File: config.mk
export PLATFORM = sky130hd
export DESIGN_NAME = dual_issue_queue
export DESIGN_NICKNAME = d
export VERILOG_FILES = /design/src/rtl/dual_issue_queue.sv
export SDC_FILE = /design/constraint.sdc
export NUM_CORES = 1
export LEC_CHECK = 0
export ABC_CLOCK_PERIOD_IN_PS = 4600
export CAP_MARGIN = 25
export CORE_ASPECT_RATIO = 0.7
export CORE_MARGIN = 5
export CORE_UTILIZATION = 54
export DETAILED_ROUTE_END_ITERATION = 7
export GPL_TIMING_DRIVEN = 0
export HOLD_SLACK_MARGIN = 0.08
export PLACE_DENSITY_LB_ADDON = 0.3
export REMOVE_ABC_BUFFERS = 1
export SYNTH_ARGS = -nofsm -noshare
export SYNTH_HDL_FRONTEND = slang
export SYNTH_SLANG_ARGS = --single-unit
File: constraint.sdc
create_clock -name clk -period 4.6 [get_ports clk]
set_clock_uncertainty 0.1 [all_clocks]
set_input_delay 0.46 -clock clk [delete_from_list [all_inputs] [get_ports clk]]
set_output_delay 0.46 -clock clk [all_outputs]
set_load 0.1 [all_outputs]
File: src/rtl/dual_issue_queue.sv
// Circular RV32 instruction queue feeding two registered issue slots, with hazard-aware pairing.
// Define ISSUE_STATS_EN to add the stat_dual / stat_single issue counters.

module diq_decode (
    input  logic [31:0] instr_i,
    output logic        writes_o,
    output logic        uses_rs1_o,
    output logic        uses_rs2_o,
    output logic        ctrl_o,
    output logic [4:0]  rd_o,
    output logic [4:0]  rs1_o,
    output logic [4:0]  rs2_o
);
    logic [6:0] op;
    logic       unused_bits;

    assign op          = instr_i[6:0];
    assign rd_o        = instr_i[11:7];
    assign rs1_o       = instr_i[19:15];
    assign rs2_o       = instr_i[24:20];
    assign unused_bits = ^{instr_i[31:25], instr_i[14:12]};

    always_comb begin
        writes_o   = 1'b0;
        uses_rs1_o = 1'b0;
        uses_rs2_o = 1'b0;
        ctrl_o     = 1'b0;
        case (op)
            7'b0110011: begin writes_o = 1'b1; uses_rs1_o = 1'b1; uses_rs2_o = 1'b1; end
            7'b0010011: begin writes_o = 1'b1; uses_rs1_o = 1'b1; end
            7'b0000011: begin writes_o = 1'b1; uses_rs1_o = 1'b1; end
            7'b0110111: writes_o = 1'b1;
            7'b0010111: writes_o = 1'b1;
            7'b1101111: begin writes_o = 1'b1; ctrl_o = 1'b1; end
            7'b1100111: begin writes_o = 1'b1; uses_rs1_o = 1'b1; ctrl_o = 1'b1; end
            7'b0100011: begin uses_rs1_o = 1'b1; uses_rs2_o = 1'b1; end
            7'b1100011: begin uses_rs1_o = 1'b1; uses_rs2_o = 1'b1; ctrl_o = 1'b1; end
            default: ;
        endcase
        // x0 is never a real destination, so it creates no hazard
        if (instr_i[11:7] == 5'd0) writes_o = 1'b0;
    end
endmodule

module dual_issue_queue #(
    parameter int DEPTH      = 8,
    parameter int DUAL_ISSUE = 1,
    parameter int CNT_W      = $clog2(DEPTH) + 1
) (
    input  logic             clk,
    input  logic             n_rst,
    input  logic             in_valid,
    output logic             in_ready,
    input  logic [31:0]      in_instr,
    input  logic             stall,
    input  logic             flush,
    output logic             slot0_valid,
    output logic [31:0]      slot0_instr,
    output logic             slot1_valid,
    output logic [31:0]      slot1_instr,
`ifdef ISSUE_STATS_EN
    output logic [31:0]      stat_dual,
    output logic [31:0]      stat_single,
`endif
    output logic [CNT_W-1:0] count
);
    localparam int PTR_W = $clog2(DEPTH);

    logic [31:0]      mem_q [DEPTH];
    logic [PTR_W-1:0] head_q, head_d, tail_q, tail_d;
    logic [CNT_W-1:0] count_q, count_d;
    logic             s0_vld_q, s0_vld_d, s1_vld_q, s1_vld_d;
    logic [31:0]      s0_ins_q, s0_ins_d, s1_ins_q, s1_ins_d;

    logic [1:0][31:0] cand;
    logic [1:0]       wr, u1, u2, ct;
    logic [1:0][4:0]  rd, rs1, rs2;
    logic             dep, issue0, issue1, advance, push;
    logic [1:0]       pop_n;

    assign cand[0] = mem_q[head_q];
    assign cand[1] = mem_q[head_q + PTR_W'(1)];

    for (genvar g = 0; g < 2; g++) begin : g_dec
        diq_decode u_dec (
            .instr_i   (cand[g]),
            .writes_o  (wr[g]),
            .uses_rs1_o(u1[g]),
            .uses_rs2_o(u2[g]),
            .ctrl_o    (ct[g]),
            .rd_o      (rd[g]),
            .rs1_o     (rs1[g]),
            .rs2_o     (rs2[g])
        );
    end

    assign dep = wr[0] && ((u1[1] && rs1[1] == rd[0]) ||
                           (u2[1] && rs2[1] == rd[0]) ||
                           (wr[1] && rd[1]  == rd[0]));

    assign issue0   = (count_q != '0);
    assign issue1   = (DUAL_ISSUE != 0) && (count_q > CNT_W'(1)) && !ct[0] && !dep;
    assign advance  = !stall && !flush;
    assign in_ready = (count_q != CNT_W'(DEPTH));
    // Zero words are accepted on the handshake but never stored
    assign push     = in_valid && in_ready && (in_instr != 32'h0);
    assign pop_n    = advance ? ({1'b0, issue0} + {1'b0, issue1}) : 2'd0;

    always_comb begin
        head_d   = head_q + PTR_W'(pop_n);
        tail_d   = tail_q + PTR_W'(push);
        count_d  = count_q + CNT_W'(push) - CNT_W'(pop_n);
        s0_vld_d = s0_vld_q;
        s0_ins_d = s0_ins_q;
        s1_vld_d = s1_vld_q;
        s1_ins_d = s1_ins_q;
        if (flush) begin
            head_d   = '0;
            tail_d   = '0;
            count_d  = '0;
            s0_vld_d = 1'b0;
            s0_ins_d = 32'h0;
            s1_vld_d = 1'b0;
            s1_ins_d = 32'h0;
        end else if (advance) begin
            s0_vld_d = issue0;
            s0_ins_d = issue0 ? cand[0] : 32'h0;
            s1_vld_d = issue1;
            s1_ins_d = issue1 ? cand[1] : 32'h0;
        end
    end

    always_ff @(posedge clk) begin
        if (push && !flush) mem_q[tail_q] <= in_instr;
    end

    always_ff @(posedge clk or negedge n_rst) begin
        if (!n_rst) begin
            head_q   <= '0;
            tail_q   <= '0;
            count_q  <= '0;
            s0_vld_q <= 1'b0;
            s0_ins_q <= 32'h0;
            s1_vld_q <= 1'b0;
            s1_ins_q <= 32'h0;
        end else begin
            head_q   <= head_d;
            tail_q   <= tail_d;
            count_q  <= count_d;
            s0_vld_q <= s0_vld_d;
            s0_ins_q <= s0_ins_d;
            s1_vld_q <= s1_vld_d;
            s1_ins_q <= s1_ins_d;
        end
    end

`ifdef ISSUE_STATS_EN
    logic [31:0] stat_dual_q, stat_single_q;

    always_ff @(posedge clk or negedge n_rst) begin
        if (!n_rst) begin
            stat_dual_q   <= 32'h0;
            stat_single_q <= 32'h0;
        end else if (advance && issue0) begin
            if (issue1) stat_dual_q   <= stat_dual_q + 32'd1;
            else        stat_single_q <= stat_single_q + 32'd1;
        end
    end

    assign stat_dual   = stat_dual_q;
    assign stat_single = stat_single_q;
`endif

    assign slot0_valid = s0_vld_q;
    assign slot0_instr = s0_ins_q;
    assign slot1_valid = s1_vld_q;
    assign slot1_instr = s1_ins_q;
    assign count       = count_q;
endmodule

After elaboration in Yosys (flattened, before gate mapping)

Memories as Yosys holds them, arrays and structs flattened.
Cells that the tools add are included.
Widths: inputs -> output; s select.

Logic and storage cells: 85
Output and inout port bits: 71
Input bits: 37
Memory bits (writable): 256
Bits in registers: 76
Latch bits: 0
Memories kept: 1
Memory bits (read-only): 0

Shift operators: 0
Bitwise operators: 0
Eq/ne operators: 21
$lt $le $gt $ge: 1
$add $sub $neg: 6
Divide/modulo/power cells: 0
Multipliers: 0
Multiplexer cells: 23
Reductions and logical operators: 26

Memory list:

| memory | words | width | read ports | clocked after memory_dff | write ports | line | source |
|---|---|---|---|---|---|---|---|
| mem_q  | 8     | 32    | 2          | 0                        | 1           | 69   | `logic [31:0] mem_q [DEPTH];` |

Operators with widths:

| operator            | count |
|---|---|
| $mux 32             | 6 |
| $eq 7x7->1 const B  | 6 |
| $eq 7x6->1 const B  | 5 |
| $reduce_bool 32->1  | 1 |
| $eq 7x5->1 const B  | 4 |
| $eq 5x5->1          | 3 |
| $eq 7x2->1 const B  | 2 |
| $reduce_or 7->1     | 2 |
| $mux 1              | 13 |
| $logic_and 1x1->1   | 10 |
| $logic_not 5->1     | 2 |
| $mux 3              | 2 |
| $reduce_or 3->1     | 2 |
| $reduce_or 6->1     | 1 |
| $add 4x1->4         | 1 |
| $gt 4x1->1 const B  | 1 |
| $logic_not 1->1     | 4 |
| $mux 4              | 1 |
| $ne 4x4->1 const B  | 1 |
| $reduce_bool 4->1   | 1 |
| $sub 4x2->4         | 1 |
| $add 3x1->3         | 1 |
| $add 3x1->3 const B | 1 |
| $add 3x2->3         | 1 |
| other kinds (4)     | 5 |

Longest topological paths before layout

Gate-level depths: netlist of the first run.
An unclocked memory read counts as a cell.

Word-level depth: 15
Depth in mapped cells: 22
Mapped depth without buffers: 18

By module

A second synthesis of the first run with hierarchy kept.

Cells, all modules: 984
Area, all modules: 15671.3 sq um

Modules (own cells, without submodules):

| module           | area an instance (sq um) | cells each | instances |
|---|---|---|---|
| dual_issue_queue | 15265.9                  | 920        | 1 |
| diq_decode       | 202.7                    | 32         | 2 |

Least setup slack after synthesis of the first run

OpenSTA, ideal clock, no wires.

Kind: register to register
Start point: register count_q[2] (netlist: count[2])
End point: memory mem_q[0][0], enable pin
Library setup time: 0.461 ns
Period minus slack after synthesis: 5.481 ns
Buffers on the path: 0
Arrival: 4.920 ns
Setup slack: -0.881 ns
Stages on the path, launching flop included: 7
Cell sequence: dfrtp_1 > inv_1 > ha_1 > nand2_1 > o211ai_1 > or3_1 > nor3_1

Cells in the longest elaborated chain, start to end: 6

Ends and longest elaborated chain:

| item                            | line | source |
|---|---|---|
| from (decl)                     | 71   | `logic [CNT_W-1:0] count_q, count_d;` |
| from (signal assigned)          | 149  | `count_q <= count_d;` |
| $ne 4x4->1                      | 104  | `assign in_ready = (count_q != CNT_W'(DEPTH));` |
| named net in_ready              | 53   | `output logic in_ready,` |
| $logic_and 1x1->1 (2 in series) | 106  | `assign push = in_valid && in_ready && (in_instr != 32'h0);` |
| $logic_and 1x1->1               | 134  | `if (push && !flush) mem_q[tail_q] <= in_instr;` |
| $mux 1                          | 134  |  |
| $mux 1 (not written as such)    | 134  |  |
| to (decl)                       | 69   |  |

The timed path passes the listed nets, and every way through them passes these cells.

Worst setup path after layout of the first run

Start point: register head_q[0]
End point: register count_q[1] (netlist: count[1])

Cells in the longest elaborated chain, start to end: 15
Elaborated cells between the ends (all ways): 50
Classes of those cells: 3 x add/sub; 20 x eq/ne; 9 x mux; 17 x reduce/logical; 1 x memory

Ends and longest elaborated chain:

| item                                                    | line   | source |
|---|---|---|
| from (decl)                                             | 70     | `logic [PTR_W-1:0] head_q, head_d, tail_q, tail_d;` |
| from (signal assigned)                                  | 139    | `head_q <= '0;` |
| from (signal assigned)                                  | 147    | `head_q <= head_d;` |
| $add 3x1->3                                             | 82     | `assign cand[1] = mem_q[head_q + PTR_W'(1)];` |
| $mem_v2 8x32 (*)                                        | --     |  |
| $eq 7x6->1, or another cell as far along                | 28     | `case (op)` |
| $reduce_or 7->1 (no line), or another cell as far along | --     |  |
| $mux 1                                                  | 28     |  |
| $mux 1, or another cell as far along                    | 41     | `if (instr_i[11:7] == 5'd0) writes_o = 1'b0;` |
| $logic_and 1x1->1 or $logic_or 1x1->1 (tied branches)   | 99, 97 |  |
| $logic_or 1x1->1                                        | 98     | `(u2[1] && rs2[1] == rd[0]) \|\|` |
| $logic_and 1x1->1                                       | 97     | `assign dep = wr[0] && ((u1[1] && rs1[1] == rd[0]) \|\|` |
| $logic_not 1->1                                         | 102    | `assign issue1 = (DUAL_ISSUE != 0) && (count_q > CNT_W'(1)) && !ct[0] && !dep;` |
| $logic_and 1x1->1 (*)                                   | 102    |  |
| $add 1x1->2 (*)                                         | 107    | `assign pop_n = advance ? ({1'b0, issue0} + {1'b0, issue1}) : 2'd0;` |
| $mux 2 (*)                                              | 107    |  |
| $sub 4x2->4 (*)                                         | 112    | `count_d = count_q + CNT_W'(push) - CNT_W'(pop_n);` |
| $mux 4 (*)                                              | 117    | `if (flush) begin` |
| named net count_d[1]                                    | 71     |  |

The timed path passes the listed nets; every way through them passes the cells marked *.
A chain may end at the register's enable or synchronous reset.

==> results of run 1 <==
metrics by stage:
step | worst slack (ns) | total power [mW] | TNS [ns]
finish | -0.283 | 12.9 | -1.00
global route | -0.352 | 13.4 | -1.38
CTS | -0.105 | 12.7 | -0.220
detailed placement | -2.48 | 9.26 | -37.58
global placement | -12.00 | 8.99 | -923.00
floorplan | -7.77 | 8.14 | -326.34
critical path: stages (launching register included):
cell	delay, ns
sky130_fd_sc_hd__dfrtp_4	0.52
sky130_fd_sc_hd__buf_16	0.15
sky130_fd_sc_hd__ha_4	0.32
sky130_fd_sc_hd__buf_6	0.15
sky130_fd_sc_hd__buf_16	0.14
sky130_fd_sc_hd__mux2_2	0.33
sky130_fd_sc_hd__mux4_2	0.53
sky130_fd_sc_hd__xor2_1	0.19
sky130_fd_sc_hd__o2111ai_1	0.16
sky130_fd_sc_hd__a21oi_1	0.22
sky130_fd_sc_hd__nand4_1	0.20
sky130_fd_sc_hd__o21ai_4	0.13
sky130_fd_sc_hd__clkbuf_16	0.18
sky130_fd_sc_hd__nor2b_4	0.05
sky130_fd_sc_hd__ha_4	0.20
sky130_fd_sc_hd__and2_4	0.15
sky130_fd_sc_hd__ha_4	0.26
sky130_fd_sc_hd__inv_2	0.04
sky130_fd_sc_hd__ha_4	0.15
sky130_fd_sc_hd__fa_2	0.52
sky130_fd_sc_hd__nor2b_1	0.13
path summary, 6_finish.rpt:
kind,from,end,slack [ns]
worst min register to register,slot0_instr[10],slot0_instr[10],0.37
worst max-delay path,head_q[0],count[1],-0.28
worst min-delay path,n_rst,slot0_instr[16],0.30
max in group asynchronous,n_rst,head_q[0],3.43
min in group clk,slot0_instr[10],slot0_instr[10],0.37
worst max register to register,head_q[0],count[1],-0.28
kinds of logic (layout without fill, tap and decap cells):
| kind of cell | Yosys count | in the layout | share of synthesized area, % |
|---|---|---|---|
| flops | 332 | 332 | 57.6 |
| mux | 249 | 249 | 25.7 |
| simple gates | 198 | 198 | 5.45 |
| compound gates | 132 | 132 | 6.12 |
| buf+inv | 84 | 262 | 2.91 |
| xor+xnor | 20 | 20 | 1.10 |
| fa+ha+maj | 14 | 14 | 1.14 |
| other cells | 0 | 1 | 0 |
synth_stat cells, drive strengths merged (6+ instances only):
cell type	number
nor2b	9
nand2	96
o21ai	44
nor4	8
inv	16
nand3	17
buf	51
nor2	31
nor3	10
mux2i	90
xnor2	8
edfxtp	256
a21oi	15
xor2	12
o22ai	10
mux4	140
o31ai	27
clkbuf	17
a31oi	6
ha	12
mux2	19
dfrtp	76
flip-flops by register name (all words and copies together), names as in the netlist:
| signal | flops |
|---|---|
| count | 4 |
| head_q | 3 |
| slot0_instr | 32 |
| slot0_valid | 1 |
| tail_q | 3 |
| mem_q | 256 |
| slot1_valid | 1 |
| slot1_instr | 32 |
where the power goes:
part | total [mW] | switching (mW) | internal [mW]
logic | 6.90 | 3.85 | 3.05
registers | 3.64 | 0.154 | 3.49
clock network | 2.38 | 1.12 | 1.26
timing repair:
item / in CTS / in global routing
hold buffers: 1 / 0
setup buffers: 39 / 6
endpoints found under the hold margin: 39 / 0
endpoints found under the setup margin: 40 / 5
gates cloned: 10 / 0
pin swaps: 21 / 8
resized for setup: 57 / 17
layer usage:
metal	global-route usage, %	share of wire [%]	up-vias
met2	41.3	46	689
met4	6.86	2.8	2
met3	9.09	12	96
met5	0	0.024	-
li1	-	-	4477
met1	38.3	39	5478
layout make-up:
class | instances | area [µm²]
well taps | 412 | 515
inverters | 16 | 62.6
diodes | 1 | 2.50
multi-input cells | 613 | 6980
repair buffers | 188 | 2320
clock buffers | 43 | 831
fillers | 2030 | 9850
flip-flops and latches | 332 | 9600
clock inverters | 15 | 73.8
==> impl_metrics.xml, run 1 <==
<?xml version="1.0" encoding="UTF-8"?>
<metrics>
  <group name="floorplanning">
    <metric name="floorplan.core_area" unit="mm²">0.0302</metric>
    <metric name="floorplan.io_pins" unit="">108</metric>
    <metric name="design.die.area" unit="mm²">0.0345</metric>
    <metric name="rows" unit="">53</metric>
    <metric name="die_width" unit="µm">220</metric>
    <metric name="chipHeight" unit="µm">157</metric>
    <metric name="initial_utilization" unit="%">55.0</metric>
  </group>
  <group name="cts">
    <metric name="numClockSinks" unit="">332</metric>
    <metric name="numCtsBuffers" unit="">31</metric>
    <metric name="clk_root_buffer_cell" unit="">sky130_fd_sc_hd__clkbuf_16</metric>
    <metric name="tritoncts_clock_tree" unit="">yes</metric>
    <metric name="htreeDepth" unit="">1</metric>
    <metric name="clock_insertion_delay_at_the_later_pin_of_the_skew_report" unit="ns">0.59</metric>
    <metric name="cts_max_path_bufs" unit="">3</metric>
    <metric name="cts.reportedPaths.clkPinSlew" unit="ns">0.06</metric>
  </group>
  <group name="logic_synthesis">
    <metric name="synth_async_sr_flop_share" unit="%">22.9</metric>
    <metric name="synth_top_flop_cell" unit="">sky130_fd_sc_hd__edfxtp_1</metric>
    <metric name="ys_seq_elements" unit="">332</metric>
    <metric name="ys.warnings.count" unit="">0</metric>
    <metric name="syn-cell-area" unit="mm²">0.0166</metric>
    <metric name="ys_seq_area_share" unit="%">57.6</metric>
    <metric name="synth_cell_types" unit="">60</metric>
    <metric name="post_synth_main_area_contributors" unit="">sky130_fd_sc_hd__edfxtp_1, sky130_fd_sc_hd__mux4_2, sky130_fd_sc_hd__dfrtp_1</metric>
    <metric name="synth_edf_count" unit="">256</metric>
    <metric name="netlist.top_cell.by_area" unit="">sky130_fd_sc_hd__edfxtp_1</metric>
    <metric name="syn_inst" unit="">1029</metric>
    <metric name="avgSynthCellArea" unit="µm²">16.2</metric>
    <metric name="synthDominantCellAreaShare" unit="%">46.2</metric>
  </group>
  <group name="drt">
    <metric name="detailroute.via_count" unit="">10742</metric>
    <metric name="drt-vias-per-instance" unit="">6.63</metric>
    <metric name="drt_first_pass_iters" unit="">6</metric>
    <metric name="totalWireLength" unit="mm">46.1</metric>
    <metric name="wire_per_inst" unit="µm">28.5</metric>
    <metric name="drc" unit="">0</metric>
    <metric name="drtAntennaViolNets" unit="">0</metric>
    <metric name="first_iter_violations" unit="">1118</metric>
  </group>
  <group name="setup_path">
    <metric name="timing.critical_path.required" unit="ns">5.01</metric>
    <metric name="endpoint_kind" unit="">flip-flop</metric>
    <metric name="cp_data_arrival_time" unit="ns">5.29</metric>
    <metric name="r2r_cells" unit="">20</metric>
    <metric name="critPathMaxFanout" unit="">6</metric>
    <metric name="timing.setup.critical_path_class" unit="">flip-flop to flip-flop</metric>
    <metric name="type_of_element_launching_the_critical_path" unit="">flip-flop</metric>
  </group>
  <group name="global_route">
    <metric name="global_routing_usage_summed_across_all_routing_layers" unit="%">27.1</metric>
    <metric name="antenna_violations_before_repair" unit="">2</metric>
    <metric name="grt_max_degree" unit="">41</metric>
    <metric name="grt_pass1_wl" unit="mm">69.0</metric>
    <metric name="first_global_vias" unit="">10914</metric>
    <metric name="overflow" unit="">0</metric>
  </group>
  <group name="hold_path">
    <metric name="holdCritPathClass" unit="">input port to asynchronous set/reset pin</metric>
  </group>
  <group name="placed_design">
    <metric name="post-dp-hpwl" unit="mm">27.4</metric>
    <metric name="numPlacedInstances" unit="">1505</metric>
    <metric name="gp_congestion" unit="">0.880</metric>
    <metric name="post_dp_cell_area" unit="mm²">0.0184</metric>
    <metric name="buffer_ports.inserted" unit="">107</metric>
  </group>
  <group name="timing">
    <metric name="tightestPinTransition" unit="ns">1.06</metric>
    <metric name="max-slew-margin-rel" unit="%">29.1</metric>
    <metric name="fmax" unit="MHz">205</metric>
    <metric name="final.hold.worst_slack" unit="ns">0.303</metric>
    <metric name="min_period" unit="ns">4.88</metric>
    <metric name="final_hold_viol_count" unit="">0</metric>
    <metric name="final-max-slew-violation-count" unit="">0</metric>
    <metric name="rsz0062_at_grt" unit="">yes</metric>
    <metric name="final_min_period_over_clock_period" unit="%">106</metric>
    <metric name="final-setup-viol-count" unit="">5</metric>
    <metric name="final.setup.worst_slack" unit="ns">-0.283</metric>
  </group>
  <group name="layout">
    <metric name="layout.cells.most_common" unit="">sky130_fd_sc_hd__edfxtp_1</metric>
    <metric name="nets" unit="">1233</metric>
    <metric name="instances_no_fill" unit="">1620</metric>
    <metric name="drive_gt1_share" unit="%">31.5</metric>
    <metric name="area_of_all_placed_cells_without_fillers" unit="mm²">0.0204</metric>
    <metric name="mostFrequentLayoutCells" unit="">sky130_fd_sc_hd__edfxtp_1, sky130_fd_sc_hd__mux4_2, sky130_fd_sc_hd__clkdlybuf4s50_1</metric>
    <metric name="syn2layout_area_growth" unit="%">22.5</metric>
    <metric name="core_occupancy_in_the_finished_layout" unit="%">67.4</metric>
  </group>
  <group name="pwr">
    <metric name="leakage" unit="nW">6.99</metric>
    <metric name="ir_drop" unit="V">0.000490</metric>
    <metric name="power-per-cell-area" unit="mW/mm²">634</metric>
  </group>
  <group name="outcome">
    <metric name="run_status" unit="">finished, violations left</metric>
    <metric name="failed_checks" unit="">setup timing</metric>
  </group>
  <group name="flow_run">
    <metric name="max_cap_violations" unit="">0</metric>
  </group>
</metrics>
No activity file was read; power rests on OpenSTA's default activity.
==> run 2, diff against run 1 <==
--- a/config.mk
+++ b/config.mk
@@ -9,7 +9,7 @@
 export CAP_MARGIN = 25
 export CORE_ASPECT_RATIO = 0.7
 export CORE_MARGIN = 5
-export CORE_UTILIZATION = 54
+export CORE_UTILIZATION = 25
 export DETAILED_ROUTE_END_ITERATION = 7
 export GPL_TIMING_DRIVEN = 0
 export HOLD_SLACK_MARGIN = 0.08
==> run 2 against run 1 <==
  * The run still ends with setup timing left
  * Count of clock-buffer cells in the layout increased by 12
  * Non-clock buffer count fell by 5
  * Combinational power shrank 2%
  * Via count decreased by 3.8%
  * Sequential cell count did not move
  * Sequential share of layout area fell by 1.6 points
  * Critical path type unchanged
  * Utilization decreased by 36 points
==> impl_metrics.xml, run 2 (synthesis gave the netlist of run 1 again) <==
<?xml version="1.0" encoding="UTF-8"?>
<metrics>
  <group name="pwr">
    <metric name="report.power.total" unit="mW">13.3</metric>
    <metric name="p_comb_share" unit="%">50.6</metric>
    <metric name="fraction_of_power_spent_switching_nets" unit="%">39.3</metric>
    <metric name="power-per-cell-area" unit="mW/mm²">629</metric>
    <metric name="p_sw" unit="mW">5.22</metric>
    <metric name="pwr-share-seq" unit="%">27.5</metric>
    <metric name="power_report.internal_total" unit="mW">8.07</metric>
    <metric name="leakage" unit="nW">7.07</metric>
    <metric name="ir_drop" unit="V">0.000290</metric>
    <metric name="power.clock.fraction" unit="%">21.8</metric>
  </group>
  <group name="layout">
    <metric name="nets" unit="">1234</metric>
    <metric name="mostFrequentLayoutCells" unit="">sky130_fd_sc_hd__edfxtp_1, sky130_fd_sc_hd__mux4_2, sky130_fd_sc_hd__clkdlybuf4s50_1</metric>
    <metric name="drive_gt1_share" unit="%">30.6</metric>
    <metric name="syn2layout_area_growth" unit="%">26.9</metric>
    <metric name="largest-register" unit="">mem_q</metric>
    <metric name="core_occupancy_in_the_finished_layout" unit="%">31.9</metric>
    <metric name="layout.cells.most_common" unit="">sky130_fd_sc_hd__edfxtp_1</metric>
    <metric name="largest_reg_flops" unit="">256</metric>
    <metric name="area_of_all_placed_cells_without_fillers" unit="mm²">0.0211</metric>
    <metric name="instances_no_fill" unit="">2104</metric>
  </group>
  <group name="floorplanning">
    <metric name="chipHeight" unit="µm">226</metric>
    <metric name="die_width" unit="µm">318</metric>
    <metric name="floorplan.core_area" unit="mm²">0.0662</metric>
    <metric name="design.die.area" unit="mm²">0.0719</metric>
    <metric name="floorplan.io_pins" unit="">108</metric>
    <metric name="rows" unit="">79</metric>
    <metric name="initial_utilization" unit="%">25.1</metric>
  </group>
  <group name="cts">
    <metric name="htreeDepth" unit="">2</metric>
    <metric name="tritoncts_clock_tree" unit="">yes</metric>
    <metric name="numCtsBuffers" unit="">37</metric>
    <metric name="clock_insertion_delay_at_the_later_pin_of_the_skew_report" unit="ns">0.55</metric>
    <metric name="clk_root_buffer_cell" unit="">sky130_fd_sc_hd__clkbuf_16</metric>
    <metric name="cts_max_path_bufs" unit="">3</metric>
    <metric name="numClockSinks" unit="">332</metric>
    <metric name="cts.reportedPaths.clkPinSlew" unit="ns">0.06</metric>
  </group>
  <group name="placed_design">
    <metric name="numPlacedInstances" unit="">1989</metric>
    <metric name="post-dp-hpwl" unit="mm">33.2</metric>
    <metric name="post_dp_cell_area" unit="mm²">0.0191</metric>
    <metric name="gp_congestion" unit="">0.765</metric>
    <metric name="placement.setup.worst_slack" unit="ns">-2.16</metric>
    <metric name="buffer_ports.inserted" unit="">107</metric>
  </group>
  <group name="setup_path">
    <metric name="type_of_element_launching_the_critical_path" unit="">flip-flop</metric>
    <metric name="endpoint_kind" unit="">flip-flop</metric>
    <metric name="ff2ff_setup_slack" unit="ns">-0.16</metric>
    <metric name="critPathMaxFanout" unit="">7</metric>
    <metric name="timing.critical_path.required" unit="ns">4.97</metric>
    <metric name="timing.setup.critical_path_class" unit="">flip-flop to flip-flop</metric>
    <metric name="cp_data_arrival_time" unit="ns">5.13</metric>
  </group>
  <group name="drt">
    <metric name="totalWireLength" unit="mm">52.0</metric>
    <metric name="detailroute.via_count" unit="">10333</metric>
    <metric name="drt_first_pass_iters" unit="">5</metric>
    <metric name="drc" unit="">0</metric>
    <metric name="drtAntennaViolNets" unit="">0</metric>
    <metric name="drt-vias-per-instance" unit="">4.91</metric>
    <metric name="first_iter_violations" unit="">940</metric>
    <metric name="wire_per_inst" unit="µm">24.7</metric>
  </group>
  <group name="timing">
    <metric name="final.hold.worst_slack" unit="ns">0.377</metric>
    <metric name="sum_of_negative_setup_slack" unit="ns">-0.443</metric>
    <metric name="tightestPinTransition" unit="ns">1.03</metric>
    <metric name="final-max-slew-violation-count" unit="">0</metric>
    <metric name="final.setup.worst_slack" unit="ns">-0.160</metric>
    <metric name="final_hold_viol_count" unit="">0</metric>
    <metric name="min_period" unit="ns">4.76</metric>
    <metric name="fmax" unit="MHz">210</metric>
    <metric name="max-slew-margin-rel" unit="%">30.8</metric>
    <metric name="rsz0062_at_grt" unit="">yes</metric>
    <metric name="final_min_period_over_clock_period" unit="%">103</metric>
    <metric name="final-setup-viol-count" unit="">5</metric>
  </group>
  <group name="global_route">
    <metric name="antenna_violations_before_repair" unit="">2</metric>
    <metric name="overflow" unit="">0</metric>
    <metric name="grt_pass1_wl" unit="mm">76.4</metric>
    <metric name="global_routing_usage_summed_across_all_routing_layers" unit="%">14.3</metric>
    <metric name="grt_max_degree" unit="">47</metric>
    <metric name="first_global_vias" unit="">10721</metric>
  </group>
  <group name="hold_path">
    <metric name="holdCritPathClass" unit="">input port to asynchronous set/reset pin</metric>
  </group>
  <group name="outcome">
    <metric name="run_status" unit="">finished, violations left</metric>
    <metric name="failed_checks" unit="">setup timing</metric>
  </group>
  <group name="flow_run">
    <metric name="max_cap_violations" unit="">0</metric>
  </group>
</metrics>
run 2: final timing paths:
check	cells after the start	start	end
max	20	head_q[1]	count[1]
min	2	n_rst	slot1_instr[14]
max reg2reg	20	head_q[1]	count[1]
min reg2reg	2	slot0_valid	slot0_valid
max in group asynchronous	3	n_rst	slot1_instr[8]
min in group clk	2	slot0_valid	slot0_valid
run 2: area by class of cell:
cell class                 instances  area (µm²)
sequential                       332        9600
fill                            6493       45100
inverter                          16        62.6
timing repair buffer             183        2310
antenna                            1        2.50
clock inverter                    13        90.1
clock buffer                      55        1100
multi-input combinational        613        6840
tap                              891        1110
run 2: per-layer routing:
metal  global-route usage, %  vias up  wire length [µm]
met5                       0        -                11
met2                    22.5      296             23800
met3                    3.37       46              3080
li1                        -     4478                 -
met1                    20.5     5511             24400
met4                    2.29        2               649
run 2: power groups by stage:
stage | clock network, mW | registers [mW] | logic [mW]
floorplan | 0 | 5.02 | 3.12
global placement | 0 | 4.04 | 5.13
detailed placement | 0 | 3.85 | 5.66
CTS | 2.97 | 3.66 | 6.69
global route | 3.10 | 3.69 | 7.11
finish | 2.90 | 3.66 | 6.73
run 2: worst max-delay path: stages (launching register included):
cell                        delay [ns]
sky130_fd_sc_hd__dfrtp_4          0.50
sky130_fd_sc_hd__buf_16           0.15
sky130_fd_sc_hd__ha_4             0.32
sky130_fd_sc_hd__buf_16           0.15
sky130_fd_sc_hd__buf_12           0.15
sky130_fd_sc_hd__buf_8            0.12
sky130_fd_sc_hd__mux2_4           0.30
sky130_fd_sc_hd__mux4_2           0.53
sky130_fd_sc_hd__xor2_1           0.17
sky130_fd_sc_hd__o2111ai_1        0.13
sky130_fd_sc_hd__a21oi_1          0.18
sky130_fd_sc_hd__nand4_1          0.17
sky130_fd_sc_hd__o21ai_4          0.14
sky130_fd_sc_hd__nor2b_1          0.08
sky130_fd_sc_hd__ha_1             0.28
sky130_fd_sc_hd__and2_4           0.15
sky130_fd_sc_hd__ha_4             0.26
sky130_fd_sc_hd__inv_2            0.04
sky130_fd_sc_hd__ha_4             0.15
sky130_fd_sc_hd__fa_2             0.51
sky130_fd_sc_hd__nor2b_2          0.11
run 2: what timing repair did:
item | 4_1_cts | 5_1_grt
cloned | 7 | 0
buffers inserted | 33 | 3
endpoints found under the hold margin | 36 | 0
hold buffers | 1 | 0
resized for setup | 35 | 9
pin swaps | 15 | 4
setup endpoints to repair | 40 | 5
